## config.mk

```make
export PLATFORM = sky130hd
export DESIGN_NAME = imem_load_sequencer_flat
export DESIGN_NICKNAME = d
export VERILOG_FILES = /design/src/rtl/imem_load_sequencer_pkg.sv /design/src/rtl/imem_load_sequencer_if.sv /design/src/rtl/imem_load_sequencer_byte_packer.sv /design/src/rtl/imem_load_sequencer.sv /design/src/flat_wrapper.sv
export SDC_FILE = /design/constraint.sdc
export NUM_CORES = 1
export LEC_CHECK = 0
export CORE_ASPECT_RATIO = 0.7
export CORE_UTILIZATION = 55
export DETAILED_ROUTE_END_ITERATION = 8
export DONT_BUFFER_PORTS = 1
export GPL_ROUTABILITY_DRIVEN = 0
export PLACE_DENSITY = 0.7
export SLEW_MARGIN = 10
export SYNTH_ARGS = -nofsm -noshare
export SYNTH_HDL_FRONTEND = slang
export SYNTH_SLANG_ARGS = --single-unit
export TNS_END_PERCENT = 5
```

## constraint.sdc

```tcl
create_clock -name clk -period 2.12 [get_ports clk]
set_input_delay 0.212 -clock clk [delete_from_list [all_inputs] [get_ports clk]]
set_output_delay 0.212 -clock clk [all_outputs]
set_load 0.05 [all_outputs]
```

## src/rtl/imem_load_sequencer_pkg.sv

```systemverilog
// Shared definitions for the instruction-memory load sequencer:
// sequencer states, default geometry and the NOP fill word.
package imem_load_sequencer_pkg;

  localparam int          ADDR_W_DEF = 6;
  localparam int          DEPTH_DEF  = 64;
  localparam logic [31:0] NOP_WORD   = 32'h0000_0013;

  typedef enum logic [2:0] {
    ST_CLEAR = 3'd0,
    ST_LOAD  = 3'd1,
    ST_WRITE = 3'd2,
    ST_RUN   = 3'd3,
    ST_ERR   = 3'd4
  } seq_state_e;

endpackage

```

## src/rtl/imem_load_sequencer_if.sv

```systemverilog
// Loader, fetch and memory-port signals of the load sequencer.
// master is the sequencer side, slave is the surrounding system.
interface imem_load_sequencer_if #(
  parameter int ADDR_W = imem_load_sequencer_pkg::ADDR_W_DEF
);

  logic              ld_valid;
  logic [7:0]        ld_data;
  logic              ld_last;
  logic              ld_ready;
  logic              reload_req;
  logic [ADDR_W-1:0] fetch_addr;
  logic [31:0]       fetch_inst;
  logic              fetch_valid;
  logic              cpu_stall;
  logic [ADDR_W-1:0] mem_addr;
  logic              mem_we;
  logic [31:0]       mem_wdata;
  logic [31:0]       mem_rdata;
  logic              load_done;
  logic              load_err;

  modport master (
    input  ld_valid, ld_data, ld_last, reload_req, fetch_addr, mem_rdata,
    output ld_ready, fetch_inst, fetch_valid, cpu_stall,
           mem_addr, mem_we, mem_wdata, load_done, load_err
  );

  modport slave (
    output ld_valid, ld_data, ld_last, reload_req, fetch_addr, mem_rdata,
    input  ld_ready, fetch_inst, fetch_valid, cpu_stall,
           mem_addr, mem_we, mem_wdata, load_done, load_err
  );

endinterface

```

## src/rtl/imem_load_sequencer_byte_packer.sv

```systemverilog
// Assembles loader bytes little-endian into a 32-bit word; unfilled
// lanes stay zero because the buffer is cleared after every word.
module imem_load_sequencer_byte_packer (
  input  logic        clk,
  input  logic        rst,
  input  logic        clear,
  input  logic        accept,
  input  logic        last,
  input  logic [7:0]  data,
  output logic [31:0] word,
  output logic        word_ready
);

  logic [1:0]  byte_cnt_q;
  logic [31:0] word_q;

  always_ff @(posedge clk) begin
    if (rst || clear) begin
      byte_cnt_q <= '0;
      word_q     <= '0;
    end else if (accept) begin
      word_q[8*byte_cnt_q +: 8] <= data;
      byte_cnt_q                <= byte_cnt_q + 2'd1;
    end
  end

  assign word       = word_q;
  assign word_ready = accept && (last || byte_cnt_q == 2'd3);

endmodule

```

## src/rtl/imem_load_sequencer.sv

```systemverilog
// Boot sequencer owning the instruction-memory port: NOP fill, byte-serial
// image load, then hand-off of the address port to instruction fetch.
module imem_load_sequencer
  import imem_load_sequencer_pkg::*;
#(
  parameter int          ADDR_W    = ADDR_W_DEF,
  parameter int          DEPTH     = DEPTH_DEF,
  parameter logic [31:0] FILL_WORD = NOP_WORD
) (
  input  logic                  clk,
  input  logic                  rst,
  imem_load_sequencer_if.master bus
);

  localparam logic [ADDR_W-1:0] PTR_LAST = ADDR_W'(DEPTH - 1);

  seq_state_e        state_q, state_d;
  logic [ADDR_W-1:0] ptr_q;
  logic              img_end_q;
  logic              accept;
  logic              packer_clear;
  logic              word_ready;
  logic [31:0]       packed_word;

  assign accept       = bus.ld_valid && (state_q == ST_LOAD);
  assign packer_clear = (state_q == ST_WRITE) || (state_q == ST_CLEAR);

  imem_load_sequencer_byte_packer u_packer (
    .clk        (clk),
    .rst        (rst),
    .clear      (packer_clear),
    .accept     (accept),
    .last       (bus.ld_last),
    .data       (bus.ld_data),
    .word       (packed_word),
    .word_ready (word_ready)
  );

  always_ff @(posedge clk) begin
    if (rst) state_q <= ST_CLEAR;
    else     state_q <= state_d;
  end

  always_comb begin
    state_d = state_q;
    case (state_q)
      ST_CLEAR: if (ptr_q == PTR_LAST) state_d = ST_LOAD;
      ST_LOAD:  if (word_ready) state_d = ST_WRITE;
      ST_WRITE: begin
        if (img_end_q)              state_d = ST_RUN;
        else if (ptr_q == PTR_LAST) state_d = ST_ERR;
        else                        state_d = ST_LOAD;
      end
      ST_RUN, ST_ERR: if (bus.reload_req) state_d = ST_CLEAR;
      default:  state_d = ST_CLEAR;
    endcase
  end

  // ptr walks the fill and the load; it only advances in LOAD via WRITE,
  // so an over-long image parks it at the last word and raises ERR.
  always_ff @(posedge clk) begin
    if (rst) begin
      ptr_q     <= '0;
      img_end_q <= 1'b0;
    end else begin
      case (state_q)
        ST_CLEAR: begin
          ptr_q     <= (ptr_q == PTR_LAST) ? '0 : ptr_q + 1'b1;
          img_end_q <= 1'b0;
        end
        ST_LOAD: if (accept && bus.ld_last) img_end_q <= 1'b1;
        ST_WRITE: if (!img_end_q && ptr_q != PTR_LAST) ptr_q <= ptr_q + 1'b1;
        ST_RUN, ST_ERR: if (bus.reload_req) ptr_q <= '0;
        default: ;
      endcase
    end
  end

  always_comb begin
    bus.ld_ready    = 1'b0;
    bus.mem_we      = 1'b0;
    bus.mem_addr    = ptr_q;
    bus.mem_wdata   = FILL_WORD;
    bus.fetch_inst  = '0;
    bus.fetch_valid = 1'b0;
    bus.cpu_stall   = 1'b1;
    bus.load_done   = 1'b0;
    bus.load_err    = 1'b0;
    case (state_q)
      ST_CLEAR: bus.mem_we = 1'b1;
      ST_LOAD:  bus.ld_ready = 1'b1;
      ST_WRITE: begin
        bus.mem_we    = 1'b1;
        bus.mem_wdata = packed_word;
      end
      ST_RUN: begin
        bus.mem_addr    = bus.fetch_addr;
        bus.fetch_inst  = bus.mem_rdata;
        bus.fetch_valid = 1'b1;
        bus.cpu_stall   = 1'b0;
        bus.load_done   = 1'b1;
      end
      ST_ERR:   bus.load_err = 1'b1;
      default: ;
    endcase
  end

endmodule

```

## src/flat_wrapper.sv

```systemverilog
// flat-port wrapper written by rule: the top's interface ports become plain ports
module imem_load_sequencer_flat import imem_load_sequencer_pkg::*;
#(
  parameter int          ADDR_W    = ADDR_W_DEF,
  parameter int          DEPTH     = DEPTH_DEF,
  parameter logic [31:0] FILL_WORD = NOP_WORD
)
  (clk, rst, bus_ld_valid, bus_ld_data, bus_ld_last, bus_reload_req, bus_fetch_addr, bus_mem_rdata, bus_ld_ready, bus_fetch_inst, bus_fetch_valid, bus_cpu_stall, bus_mem_addr, bus_mem_we, bus_mem_wdata, bus_load_done, bus_load_err);
  imem_load_sequencer_if #(.ADDR_W(ADDR_W)) bus_i ();
  input  logic clk;
  input  logic rst;
  input wire logic [$bits(bus_i.ld_valid)-1:0] bus_ld_valid;
  input wire logic [$bits(bus_i.ld_data)-1:0] bus_ld_data;
  input wire logic [$bits(bus_i.ld_last)-1:0] bus_ld_last;
  input wire logic [$bits(bus_i.reload_req)-1:0] bus_reload_req;
  input wire logic [$bits(bus_i.fetch_addr)-1:0] bus_fetch_addr;
  input wire logic [$bits(bus_i.mem_rdata)-1:0] bus_mem_rdata;
  output wire logic [$bits(bus_i.ld_ready)-1:0] bus_ld_ready;
  output wire logic [$bits(bus_i.fetch_inst)-1:0] bus_fetch_inst;
  output wire logic [$bits(bus_i.fetch_valid)-1:0] bus_fetch_valid;
  output wire logic [$bits(bus_i.cpu_stall)-1:0] bus_cpu_stall;
  output wire logic [$bits(bus_i.mem_addr)-1:0] bus_mem_addr;
  output wire logic [$bits(bus_i.mem_we)-1:0] bus_mem_we;
  output wire logic [$bits(bus_i.mem_wdata)-1:0] bus_mem_wdata;
  output wire logic [$bits(bus_i.load_done)-1:0] bus_load_done;
  output wire logic [$bits(bus_i.load_err)-1:0] bus_load_err;
  assign bus_i.ld_valid = bus_ld_valid;
  assign bus_i.ld_data = bus_ld_data;
  assign bus_i.ld_last = bus_ld_last;
  assign bus_i.reload_req = bus_reload_req;
  assign bus_i.fetch_addr = bus_fetch_addr;
  assign bus_i.mem_rdata = bus_mem_rdata;
  assign bus_ld_ready = bus_i.ld_ready;
  assign bus_fetch_inst = bus_i.fetch_inst;
  assign bus_fetch_valid = bus_i.fetch_valid;
  assign bus_cpu_stall = bus_i.cpu_stall;
  assign bus_mem_addr = bus_i.mem_addr;
  assign bus_mem_we = bus_i.mem_we;
  assign bus_mem_wdata = bus_i.mem_wdata;
  assign bus_load_done = bus_i.load_done;
  assign bus_load_err = bus_i.load_err;
  imem_load_sequencer #(.ADDR_W(ADDR_W), .DEPTH(DEPTH), .FILL_WORD(FILL_WORD)) u_core (.clk(clk), .rst(rst), .bus(bus_i));
endmodule
```

==> impl_metrics.ini, run 1 <==
[outcome]
status = complete, no violations

[yosys]
syn_area_mm2 = 0.00257
yosys.cell_types.count = 40
syn_nets = 397
synth.yosys.seq_area_share_pct = 34.3
synth-edff-count = 0
netlist_instances = 339
synth_area_per_cell_um2 = 7.57
synth-warning-count = 0
synth_ff_type = dfxtp_1
synth-seq-cells = 44
async_flop_share_pct = 0

[floorplanning]
placement_rows = 20
die-height_um = 59.2
core_area_mm2 = 0.00440
start_util_pct = 58.3
chipWidth_um = 83.7
floorplan.die_area_mm2 = 0.00495
io_pins = 127

[pwr]
p_leak_nw = 1.29
fin_total_pwr_mw = 1.64
power_per_cell_area_mw_per_mm2 = 464
irDropWorstVdd_uv = 333

[finish]
layout.nets = 449
final_common_cell = and2_1
final_layout_size_suffix_gt1_share_pct = 22.7
fin_cells = 447
antenna_cells_inserted = 0
layout.cells.most_common_list = and2_1, nand2_1, dfxtp_1
fillCellCount = 296
layout.cell_area.non_filler_mm2 = 0.00353
syn_to_final_growth_pct = 37.4

[worst_setup_path]
crit_start = u_core.state_q[2]
crit_path_end_kind = output port
critical_path.n_buffers_inverters = 1
type_of_the_worst_setup_path = register to output port
r2r_start = u_core.ptr_q[0]
critPathRequiredTime_ns = 1.91
critical_path.reg2reg.endpoint = u_core.state_q[0]
critPathSlowestCell = mux2_2
setup.worst_path.start_class = register
critical-path-top-delay-family = multiplexers
critPathArrivalTime_ns = 1.79
timing.critical_path.fanout_max = 42
critical_path.max_stage_delay_ns = 0.50
reg_to_reg_slack_setup_ns = 0.27
rr_worst_depth = 5
crit_path_cell_trace = and3b_2, buf_12, mux2_2

[place]
dpl-instance-area_mm2 = 0.00341
dp_wirelength_mm = 4.98
placed_cells = 438
io_buffer_count = 0

[timing]
final.period_utilization_pct = 94.6
tightestPinTransition_ns = 0.654
final_max_tran_viols = 0
totalNegativeSetupSlack_ns = 0
finalHoldViolations = 0
max_clock_freq_mhz = 498
finalClockSkew_ns = 0.00753
grt_setup_unrepaired = no
slew-limit-headroom_pct = 56.4
finalSetupViolCount = 0
post_layout_minimum_cycle_time_ns = 2.01

[min_path]
hold_path.startpoint = bus_ld_data[7]
hp-class = input pin to register
hold-path-endpoint = u_core.u_packer.word[7]
worst_hold_path_depth = 2

[clock_tree]
clock_tree.htree_level_count = 2
numClockSinks = 44
cts_root_buf = clkbuf_8
post_cts.repair.setup_buffers = 0
clock_path_buffers = 2
clock_latency_ns = 0.30
cts_tree = built
tritoncts.num_buffers = 5
clkSlewWorstSetupHoldPaths_ns = 0.09

[route]
ant_nets = 0
first_iter_violations = 197
route.detailed.drc = 0
post_drt_wl_per_cell_um = 15.6
route.final.wire_length_mm = 6.99
drt_pre_antenna_iters = 5
route.vias.total = 2602
vias_per_cell = 5.82

[grt]
grt_start_max_net_pins = 43
grt_antenna_before_repair = 0
groute.usage.overall_pct = 27.8
grt-ovfl-total = 0
first_pass_grt_wire_length_mm = 10.8
first_global_vias = 2239

[job]
maxCapViolCount = 0
[flip-flops by register name (all words and copies together), names as in the netlist]
name,flops
u_core.u_packer.byte_cnt_q,2
u_core.state_q,3
u_core.u_packer.word,32
u_core.img_end_q,1
u_core.ptr_q,6
[power by group]
group	internal (mW)	total, mW	switching (mW)
clock	0.350	0.640	0.290
sequential	0.835	0.854	0.0195
combinational	0.0446	0.141	0.0966
total	1.23	1.64	0.406
[synthesized netlist by cell type (2+ instances only)]
cell      number  area, um2
a21oi_1       37        185
nand2b_1       7       43.8
clkbuf_1      14       52.6
buf_2          7       35.0
nor2b_1        2       12.5
o211ai_1       3       22.5
nand3b_1       2       15.0
nand2_1       45        169
dfxtp_1       44        881
and2_1        67        419
ha_1           7       87.6
mux2_2         5       56.3
nor3_1         6       30.0
nor3b_1        3       22.5
or3_1          3       18.8
nor2_1        10       37.5
buf_6          2       22.5
a31oi_1        5       31.3
nand3_1       35        175
nand4_1        3       18.8
inv_1          5       18.8
o21ai_0        9       45.0
[area by class of cell]
cell class              count  area, um2  share of cell area (%)
repair buffers             69        896                    25.4
inverters                   5       18.8                   0.532
flip-flops and latches     44        885                    25.1
well taps                  55       68.8                    1.95
clock buffers               6       72.6                    2.06
multi-input cells         266       1550                    44.0
clock inverters             2       35.0                   0.993
[timing repair]
item	CTS	global route
gates resized for setup	3	0
hold buffers	1	0
endpoints found under the setup margin	12	0
hold endpoints to repair	8	0
[how the worst max path moves through the flow]
stage / end / slack (ns) / cells after the start
after floorplan: u_core.u_packer.byte_cnt_q[0] / 0.02 / 6
after global placement: u_core.ptr_q[5] / 0.32 / 5
after detailed placement: u_core.ptr_q[5] / 0.27 / 5
after CTS: bus_mem_addr[0] / 0.11 / 3
after global routing: bus_mem_addr[0] / 0.05 / 3
final: bus_mem_addr[0] / 0.11 / 3
[metal layers]
metal	track usage, %	wire length, um	up-vias
met5	0	0	-
met2	45.4	3160	162
met4	9.69	112	0
li1	-	-	1253
met1	36.0	2970	1174
met3	7.80	756	13
[cell families (layout without fill, tap and decap cells)]
group,Yosys count,count (layout),synth area share [%]
compound gates,61,61,13.8
fa+ha+maj,7,7,3.41
buf+inv,29,82,5.31
flops,44,44,34.3
simple gates,192,192,40.6
xor+xnor,1,1,0.341
mux,5,5,2.19
[through the flow]
stage | hold WS (ns) | worst slack [ns] | util (%)
finish | 0.0571 | 0.114 | 80.1
global route | 0.0604 | 0.0457 | 80.1
CTS | 0.0566 | 0.114 | 80.1
detailed placement | 0.283 | 0.269 | 77.3
global placement | 0.280 | 0.318 | 77.3
floorplan | 0.364 | 0.0196 | -
Power figures use the tool's default switching activity.
==> run 2: changes to the inputs <==
Settings changed: CORE_MARGIN from default to 2.
==> impl_metrics.ini, run 2 (synthesized netlist as in run 1, its figures left out) <==
[floorplanning]
placement_rows = 20
chipWidth_um = 85.7
die-height_um = 61.2
floorplan.die_area_mm2 = 0.00524
io_pins = 127
start_util_pct = 58.3
core_area_mm2 = 0.00440

[timing]
hold_ws_ns = 0.0421
final_max_tran_viols = 0
totalNegativeSetupSlack_ns = 0
finalHoldViolations = 0
finalSetupViolCount = 0
final.period_utilization_pct = 95.6
slew-limit-headroom_pct = 57.2
max_clock_freq_mhz = 493
grt_setup_unrepaired = no
finalClockSkew_ns = 0.0160
tightestPinTransition_ns = 0.642
post_layout_minimum_cycle_time_ns = 2.03

[job]
maxCapViolCount = 0

[grt]
grt_antenna_before_repair = 0
grt-ovfl-total = 0
first_pass_grt_wire_length_mm = 11.3
grt_start_max_net_pins = 35
groute.usage.overall_pct = 28.3
first_global_vias = 2377

[route]
route.final.wire_length_mm = 7.40
post_drt_wl_per_cell_um = 16.2
vias_per_cell = 5.91
route.vias.total = 2696
route.detailed.drc = 0
drt_pre_antenna_iters = 5
first_iter_violations = 271
ant_nets = 0

[clock_tree]
clock_path_buffers = 2
cts_tree = built
clock_latency_ns = 0.31
clock_tree.htree_level_count = 2
tritoncts.num_buffers = 5
clkSlewWorstSetupHoldPaths_ns = 0.09
numClockSinks = 44
cts_root_buf = clkbuf_8

[worst_setup_path]
timing.critical_path.mode_cell = buf_12
critPathSlowestCell = dfxtp_1
critPathArrivalTime_ns = 1.82
critical-path-top-delay-family = buffers and inverters
type_of_the_worst_setup_path = register to output port
timing.critical_path.fanout_max = 34
critical_path.n_buffers_inverters = 3
setup.worst_path.start_class = register
crit_path_cell_trace = buf_4, nor3b_2, buf_12, and2_1, buf_12
crit_path_end_kind = output port
critPathRequiredTime_ns = 1.91
critical_path.max_stage_delay_ns = 0.45

[place]
dp_wirelength_mm = 5.38
placed_cells = 446
io_buffer_count = 0

[pwr]
power_per_cell_area_mw_per_mm2 = 466
fin_total_pwr_mw = 1.68
irDropWorstVdd_uv = 338
p_leak_nw = 1.34

[finish]
fin_cells = 456
largest_register_ffs = 32
syn_to_final_growth_pct = 40.5
layout.cells.most_common_list = and2_1, buf_4, nand2_1
final_layout_size_suffix_gt1_share_pct = 24.4
final_common_cell = and2_1
layout.nets = 458
antenna_cells_inserted = 0

[outcome]
status = complete, no violations

[min_path]
hp-class = input pin to register
## run 2: cell types whose count changed in the layout (fill, tap and decap cells not counted)
cell,delta
dfxtp_1,+1
buf_4,+9
clkbuf_1,-1
clkbuf_8,+1
clkinv_4,+1
dfxtp_2,-1
clkinv_2,-1
## run 2: per-stage QoR
step / setup WS (ns) / utilization (%) / instance area, um2
6_report: 0.0927 / 81.9 / 3610
4_1_cts: 0.0458 / 81.7 / 3600
3_3_place_gp: 0.317 / 78.7 / 3470
3_5_place_dp: 0.247 / 78.7 / 3470
5_1_grt: 0.0120 / 81.9 / 3610
2_1_floorplan: 0.0196 / - / 2570
## run 2: timing repair
action	in CTS	in global routing
endpoints found under the setup margin	29	30
hold buffers	1	0
setup buffers	0	1
gates resized for setup	2	0
hold endpoints to repair	8	0
## run 2: cell type report
cell class	count	area (um2)
clock buffers	6	82.6
clock inverters	2	38.8
fillers	276	797
inverters	5	18.8
multi-input cells	266	1550
flip-flops and latches	44	883
well taps	55	68.8
repair buffers	78	963
## run 2: final timing paths
| kind | from | end | slack (ns) | cells after the start |
|---|---|---|---|---|
| hold / removal | bus_ld_data[4] | u_core.u_packer.word[12] | 0.04 | 2 |
| setup reg to reg | u_core.state_q[2] | u_core.u_packer.word[22] | 0.24 | 6 |
| setup / recovery | u_core.state_q[2] | bus_mem_wdata[29] | 0.09 | 5 |
| hold reg to reg | u_core.u_packer.word[6] | u_core.u_packer.word[6] | 0.45 | 2 |
## run 2: where the power goes
part           switching, mW  leakage [nW]  internal, mW  total [mW]
Combinational         0.0935         0.924        0.0454       0.139
Sequential            0.0202         0.356         0.835       0.855
Clock                  0.301        0.0614         0.385       0.687
Total                  0.415          1.34          1.27        1.68
## run 2: layer usage
layer	vias up	global-route usage (%)	share of wire, %
li1	1272	-	-
met1	1232	37.0	41
met2	177	46.9	47
met3	15	6.97	9.5
met4	0	9.75	1.9
met5	-	0	0
==> run 3: changes to the inputs <==
Settings changed: REMOVE_ABC_BUFFERS from default to 1.
==> impl_metrics.ini, run 3 (synthesized netlist as in run 1, its figures left out) <==
[worst_setup_path]
setup.worst_path.start_class = register
type_of_the_worst_setup_path = register to register
rr_worst_depth = 6
r2r_start = u_core.u_packer.byte_cnt_q[0]
critPathSlowestCell = dfxtp_1
crit_path_end_kind = register
reg_to_reg_slack_setup_ns = 0.12
crit_path_cell_trace = inv_1, ha_1, nor3b_1, buf_4, nand3_1, a21oi_1
critical_path.max_stage_delay_ns = 0.52
critPathArrivalTime_ns = 2.22
timing.critical_path.fanout_max = 8
critical_path.reg2reg.endpoint = u_core.u_packer.word[20]
critPathRequiredTime_ns = 2.34

[pwr]
p_sw_share_pct = 25.4
power.share.combinational_pct = 9.5
power_per_cell_area_mw_per_mm2 = 386
internal_cell_power_mw = 1.15
sequentialPowerShare_pct = 55.7
p_switching_uw = 391
clockPowerShare_pct = 34.8
p_leak_nw = 1.42
irDropWorstVdd_uv = 316

[timing]
tightestPinTransition_ns = 0.762
hold_ws_ns = 0.0652
final.period_utilization_pct = 94.5
max_clock_freq_mhz = 499
finalClockSkew_ns = 0.00559
finalHoldViolations = 0
slew-limit-headroom_pct = 48.9
finalSetupViolCount = 0
post_layout_minimum_cycle_time_ns = 2.00
final_max_tran_viols = 0
timing.final.ws_setup_ns = 0.116
grt_setup_unrepaired = no

[grt]
grt-ovfl-total = 0
grt_start_max_net_pins = 35
grt_antenna_before_repair = 0
met2_usage_pct = 61.9
first_pass_grt_wire_length_mm = 13.6
grt.met3_usage_pct = 7.37
grt_most_used_layer = met2
groute.usage.overall_pct = 33.9
first_global_vias = 2768
met1_usage_pct = 40.2

[place]
dp_wirelength_mm = 6.49
io_buffer_count = 0
placement.setup.worst_slack_ns = 0.192

[finish]
antenna_cells_inserted = 0
final_common_cell = and2_1
syn_to_final_growth_pct = 55.3
layout.cells.most_common_list = and2_1, buf_12, nand2_1
layout.nets = 461
largest_register_ffs = 32
final_layout_size_suffix_gt1_share_pct = 24.5

[floorplanning]
floorplan.die_area_mm2 = 0.00524
chipWidth_um = 85.7
core_area_mm2 = 0.00440
die-height_um = 61.2
io_pins = 127
placement_rows = 20
start_util_pct = 58.3

[clock_tree]
cts_tree = built
tritoncts.num_buffers = 5
numClockSinks = 44
cts_root_buf = clkbuf_8
clock_latency_ns = 0.29
clock_tree.htree_level_count = 2
clock_path_buffers = 2
clkSlewWorstSetupHoldPaths_ns = 0.08

[route]
ant_nets = 0
vias_per_cell = 6.48
route.detailed.drc = 0
drt_pre_antenna_iters = 7
first_iter_violations = 399
route.final.wire_length_mm = 9.15
route.vias.total = 2975
post_drt_wl_per_cell_um = 19.9

[min_path]
hold_path.startpoint = rst
worst_hold_path_depth = 2
hp-class = input pin to register
hold-path-endpoint = u_core.state_q[1]

[outcome]
status = complete, no violations

[job]
maxCapViolCount = 0
[run 3: how the worst max path moves through the flow]
stage | from | to | slack (ns) | cells past startpoint
floorplan | u_core.state_q[0] | bus_mem_addr[5] | -0.88 | 2
global placement | u_core.state_q[0] | u_core.ptr_q[5] | 0.27 | 4
detailed placement | u_core.state_q[0] | u_core.ptr_q[5] | 0.19 | 4
CTS | u_core.state_q[0] | bus_fetch_inst[6] | 0.10 | 4
global route | u_core.u_packer.byte_cnt_q[0] | u_core.u_packer.word[20] | 0.01 | 6
finish | u_core.u_packer.byte_cnt_q[0] | u_core.u_packer.word[20] | 0.12 | 6
[run 3: final cells by class]
type	instances	area [um2]
multi-input combinational	266	1550
inverter	5	18.8
fill	169	418
timing repair buffer	81	1370
tap	55	68.8
sequential	44	883
clock buffer	8	90.1
[run 3: through the flow]
| step | total power [mW] | area, um2 | instances | util (%) | setup TNS (ns) |
|---|---|---|---|---|---|
| finish | 1.54 | 3990 | 459 | 90.5 | 0 |
| CTS | 1.52 | 3960 | 456 | 90.0 | 0 |
| detailed placement | 1.01 | 3860 | 447 | 87.7 | 0 |
| global route | 1.57 | 3990 | 459 | 90.5 | 0 |
| global placement | 1.00 | 3860 | 447 | 87.7 | 0 |
| floorplan | 0.973 | 2450 | 315 | - | -21.77 |
[run 3: routing by layer]
metal,share of wire [%],vias up
met5,0,-
met4,3.8,0
met3,11,64
met2,50,279
met1,35,1353
li1,-,1279
[run 3: power by group through the flow]
stage / sequential, mW / combinational [mW] / clock [mW]
after floorplan: 0.867 / 0.106 / 0
after global placement: 0.871 / 0.133 / 0
after detailed placement: 0.874 / 0.138 / 0
after CTS: 0.855 / 0.142 / 0.528
after global routing: 0.858 / 0.155 / 0.559
final: 0.857 / 0.146 / 0.536
[run 3: repair_timing]
item | 4_1_cts | 5_1_grt
endpoints found under the setup margin | 32 | 16
hold buffers | 1 | 0
pin swaps | 0 | 1
buffers inserted | 0 | 3
endpoints found under the hold margin | 8 | 0
gates resized for setup | 2 | 0
[run 3: critical path, delay by kind of cell, from the launching register on]
family          cells  cell delay, ns
fa+ha+maj           1            0.41
compound gates      1            0.19
buf+inv             2            0.41
simple gates        2            0.40
flops               1            0.52
==> RTL change (settings of run 3) <==
Change the package constant `ADDR_W_DEF` from 6 to 4.
--- a/src/rtl/imem_load_sequencer_pkg.sv
+++ b/src/rtl/imem_load_sequencer_pkg.sv
@@ -3,5 +3,5 @@
 package imem_load_sequencer_pkg;
 
-  localparam int          ADDR_W_DEF = 6;
+  localparam int          ADDR_W_DEF = 4;
   localparam int          DEPTH_DEF  = 64;
   localparam logic [31:0] NOP_WORD   = 32'h0000_0013;
Interface: changed (resized bus_fetch_addr and bus_mem_addr); port bits go from 127 to 123. The function was not compared with the original's and may differ.
==> RTL change against run 3 <==
Area after synthesis shrank 6.1%; synthesized cell count down 7.7%; register-to-register slack better by 0.06 ns; clock skew increased by 0.0046 ns; count of clock-buffer cells in the layout shrank 2; setup slack worse by 0.074 ns; sequential cell count shrank 2; sequential share of layout area rose by 2.0 points; wire length fell by 20%; final area is 13% lower.
Power is not compared: it rests on default switching activity, and its combinational part moved more than twofold at a synthesized area within 25%.
==> RTL change: results (changes against run 3) <==
* Status: finished, final reports clean (unchanged)
* Post-synthesis cell type count at 42 (was 40)
* Area after DPL at 0.00336 mm² (was 0.00386 mm²)
* Net count, final at 429 (was 461)
* Multi-In Gates at 240 (was 266)
* # placed instances at 420 (was 447)
* Initial antenna violation count at 0 (unchanged)
* Core Util, Final at 81.3% (was 90.5%)
* Arrival @ worst endpoint at 1.87 ns (was 2.22 ns)
* Fillcell total at 283 (was 169)
* Pre-CTS WS at 0.291 ns (was 0.192 ns)
* Multi-input logic portion of the cell area at 41.7% (was 38.9%)
* Initial DRT Pass Iterations at 4 (was 7)
* Skew-Pair Late Insertion Delay at roughly 0.30 ns
* Hpwl dp at 5.35 mm (was 6.49 mm)
* Fin area at 0.00348 mm² (was 0.00399 mm²)
* Async SR Flop Fraction at 0% (unchanged)
* Vias in the first global route at 2287 (was 2768)
* Number of non-clock buffers at 78 (was 81)
* Vias at 2476 (was 2975)
* Clock root buffer: clkbuf_8 (unchanged)
* Peak VDD IR at 0.382 mV
* First-pass GRT wire length at 11.5 mm (was 13.6 mm)
* Clock buf count at 6 (was 8)
* Final wirelength at 7.31 mm (was 9.15 mm)
* FF+latch area at 842 µm² (was 883 µm²)
* Post-synthesis sequential area ratio at 34.9% (was 34.3%)
* Synth cell count leaders: dfxtp_1, nand3_1, nand2_1, a21oi_1, and2_1 (was and2_1, nand2_1, dfxtp_1, a21oi_1, nand3_1)
* Critical Path Max Stage Delay at 0.60 ns (was 0.52 ns)
* Total track usage at 28.9% (was 33.9%)
* Layout cells sized above 1 at 25.1% (was 24.5%)
* Largest net degree at the start of global routing at 37 (was 35)
* Initial DRC count at 156 (was 399)
* Mapped Avg Cell Area at 7.70 µm² (was 7.57 µm²)
* Max FO, Critical Path at 36 (was 8)
* Inverters at 6 (was 5)
* Slew at the pin closest to its max-slew limit at 0.557 ns (was 0.762 ns)
* WL/cell at 17.0 µm (was 19.9 µm)
* CTS Buffer Depth at 2 (unchanged)
* Clk cell area share at 2.48% (was 2.26%)
* Crit path from: u_core.state_q[2]$_SDFFE_PP0P_ (was u_core.u_packer.byte_cnt_q[0]$_SDFFE_PP0P_)
* Non-Clock Buffer Area Fraction at 29.0% (was 34.5%)
* Ranking of synthesized cells by area: dfxtp_1, and2_1, nand3_1 (was dfxtp_1, and2_1, a21oi_1)
* # clock sinks at 42 (was 44)
* Clock slew at reported path FFs at 0.08 ns (about the same)
* Worst clock skew at 0.0102 ns (was 0.00559 ns)
* DRC violations left at 0 (unchanged)
==> RTL change: metal layers <==
metal / vias up / global-route usage, % / part of all wire [%]
li1: 1196 / - / -
met1: 1159 / 38.9 / 41
met2: 110 / 48.5 / 50
met3: 11 / 6.69 / 8.6
met4: 0 / 5.85 / 0.90
met5: - / 0 / 0
==> RTL change: path summary, 6_finish.rpt <==
kind | cells after the start | slack (ns) | end
hold / removal | 1 | 0.04 | u_core.ptr_q[2]$_SDFFE_PP0P_
setup / recovery | 4 | 0.04 | bus_mem_addr[0]
hold reg to reg | 2 | 0.45 | u_core.u_packer.word[10]$_SDFFE_PP0P_
setup reg to reg | 5 | 0.18 | u_core.u_packer.word[30]$_SDFFE_PP0P_
==> RTL change: worst reg2reg max path, stage by stage, from the launching register on <==
cell	delay (ns)
dfxtp_1	0.48
inv_1	0.19
ha_1	0.40
nor3_2	0.45
nand3_1	0.18
a21oi_1	0.16
==> RTL change: cells by family (layout without fill, tap and decap cells) <==
group           Yosys count  count (layout)  share of synthesized area (%)
mux                       3               3                           1.40
flops                    42              42                           34.9
fa+ha+maj                 7               7                           3.63
compound gates           53              53                           13.3
xor+xnor                  1               1                          0.363
buf+inv                  31              92                           5.60
simple gates            176             176                           40.8
==> RTL change: repair_timing <==
action,CTS,global route
endpoints found under the setup margin,9,53
hold endpoints to repair,7,0
gates cloned,0,0
hold buffers,1,0
gates resized for setup,1,4
setup buffers,0,0
==> RTL change: power groups by stage <==
stage	clock network (µW)	registers [µW]	logic, µW
floorplan	0	816	36.3
global placement	0	817	50.0
detailed placement	0	818	51.3
CTS	502	799	55.3
global route	536	800	58.7
finish	506	800	55.9
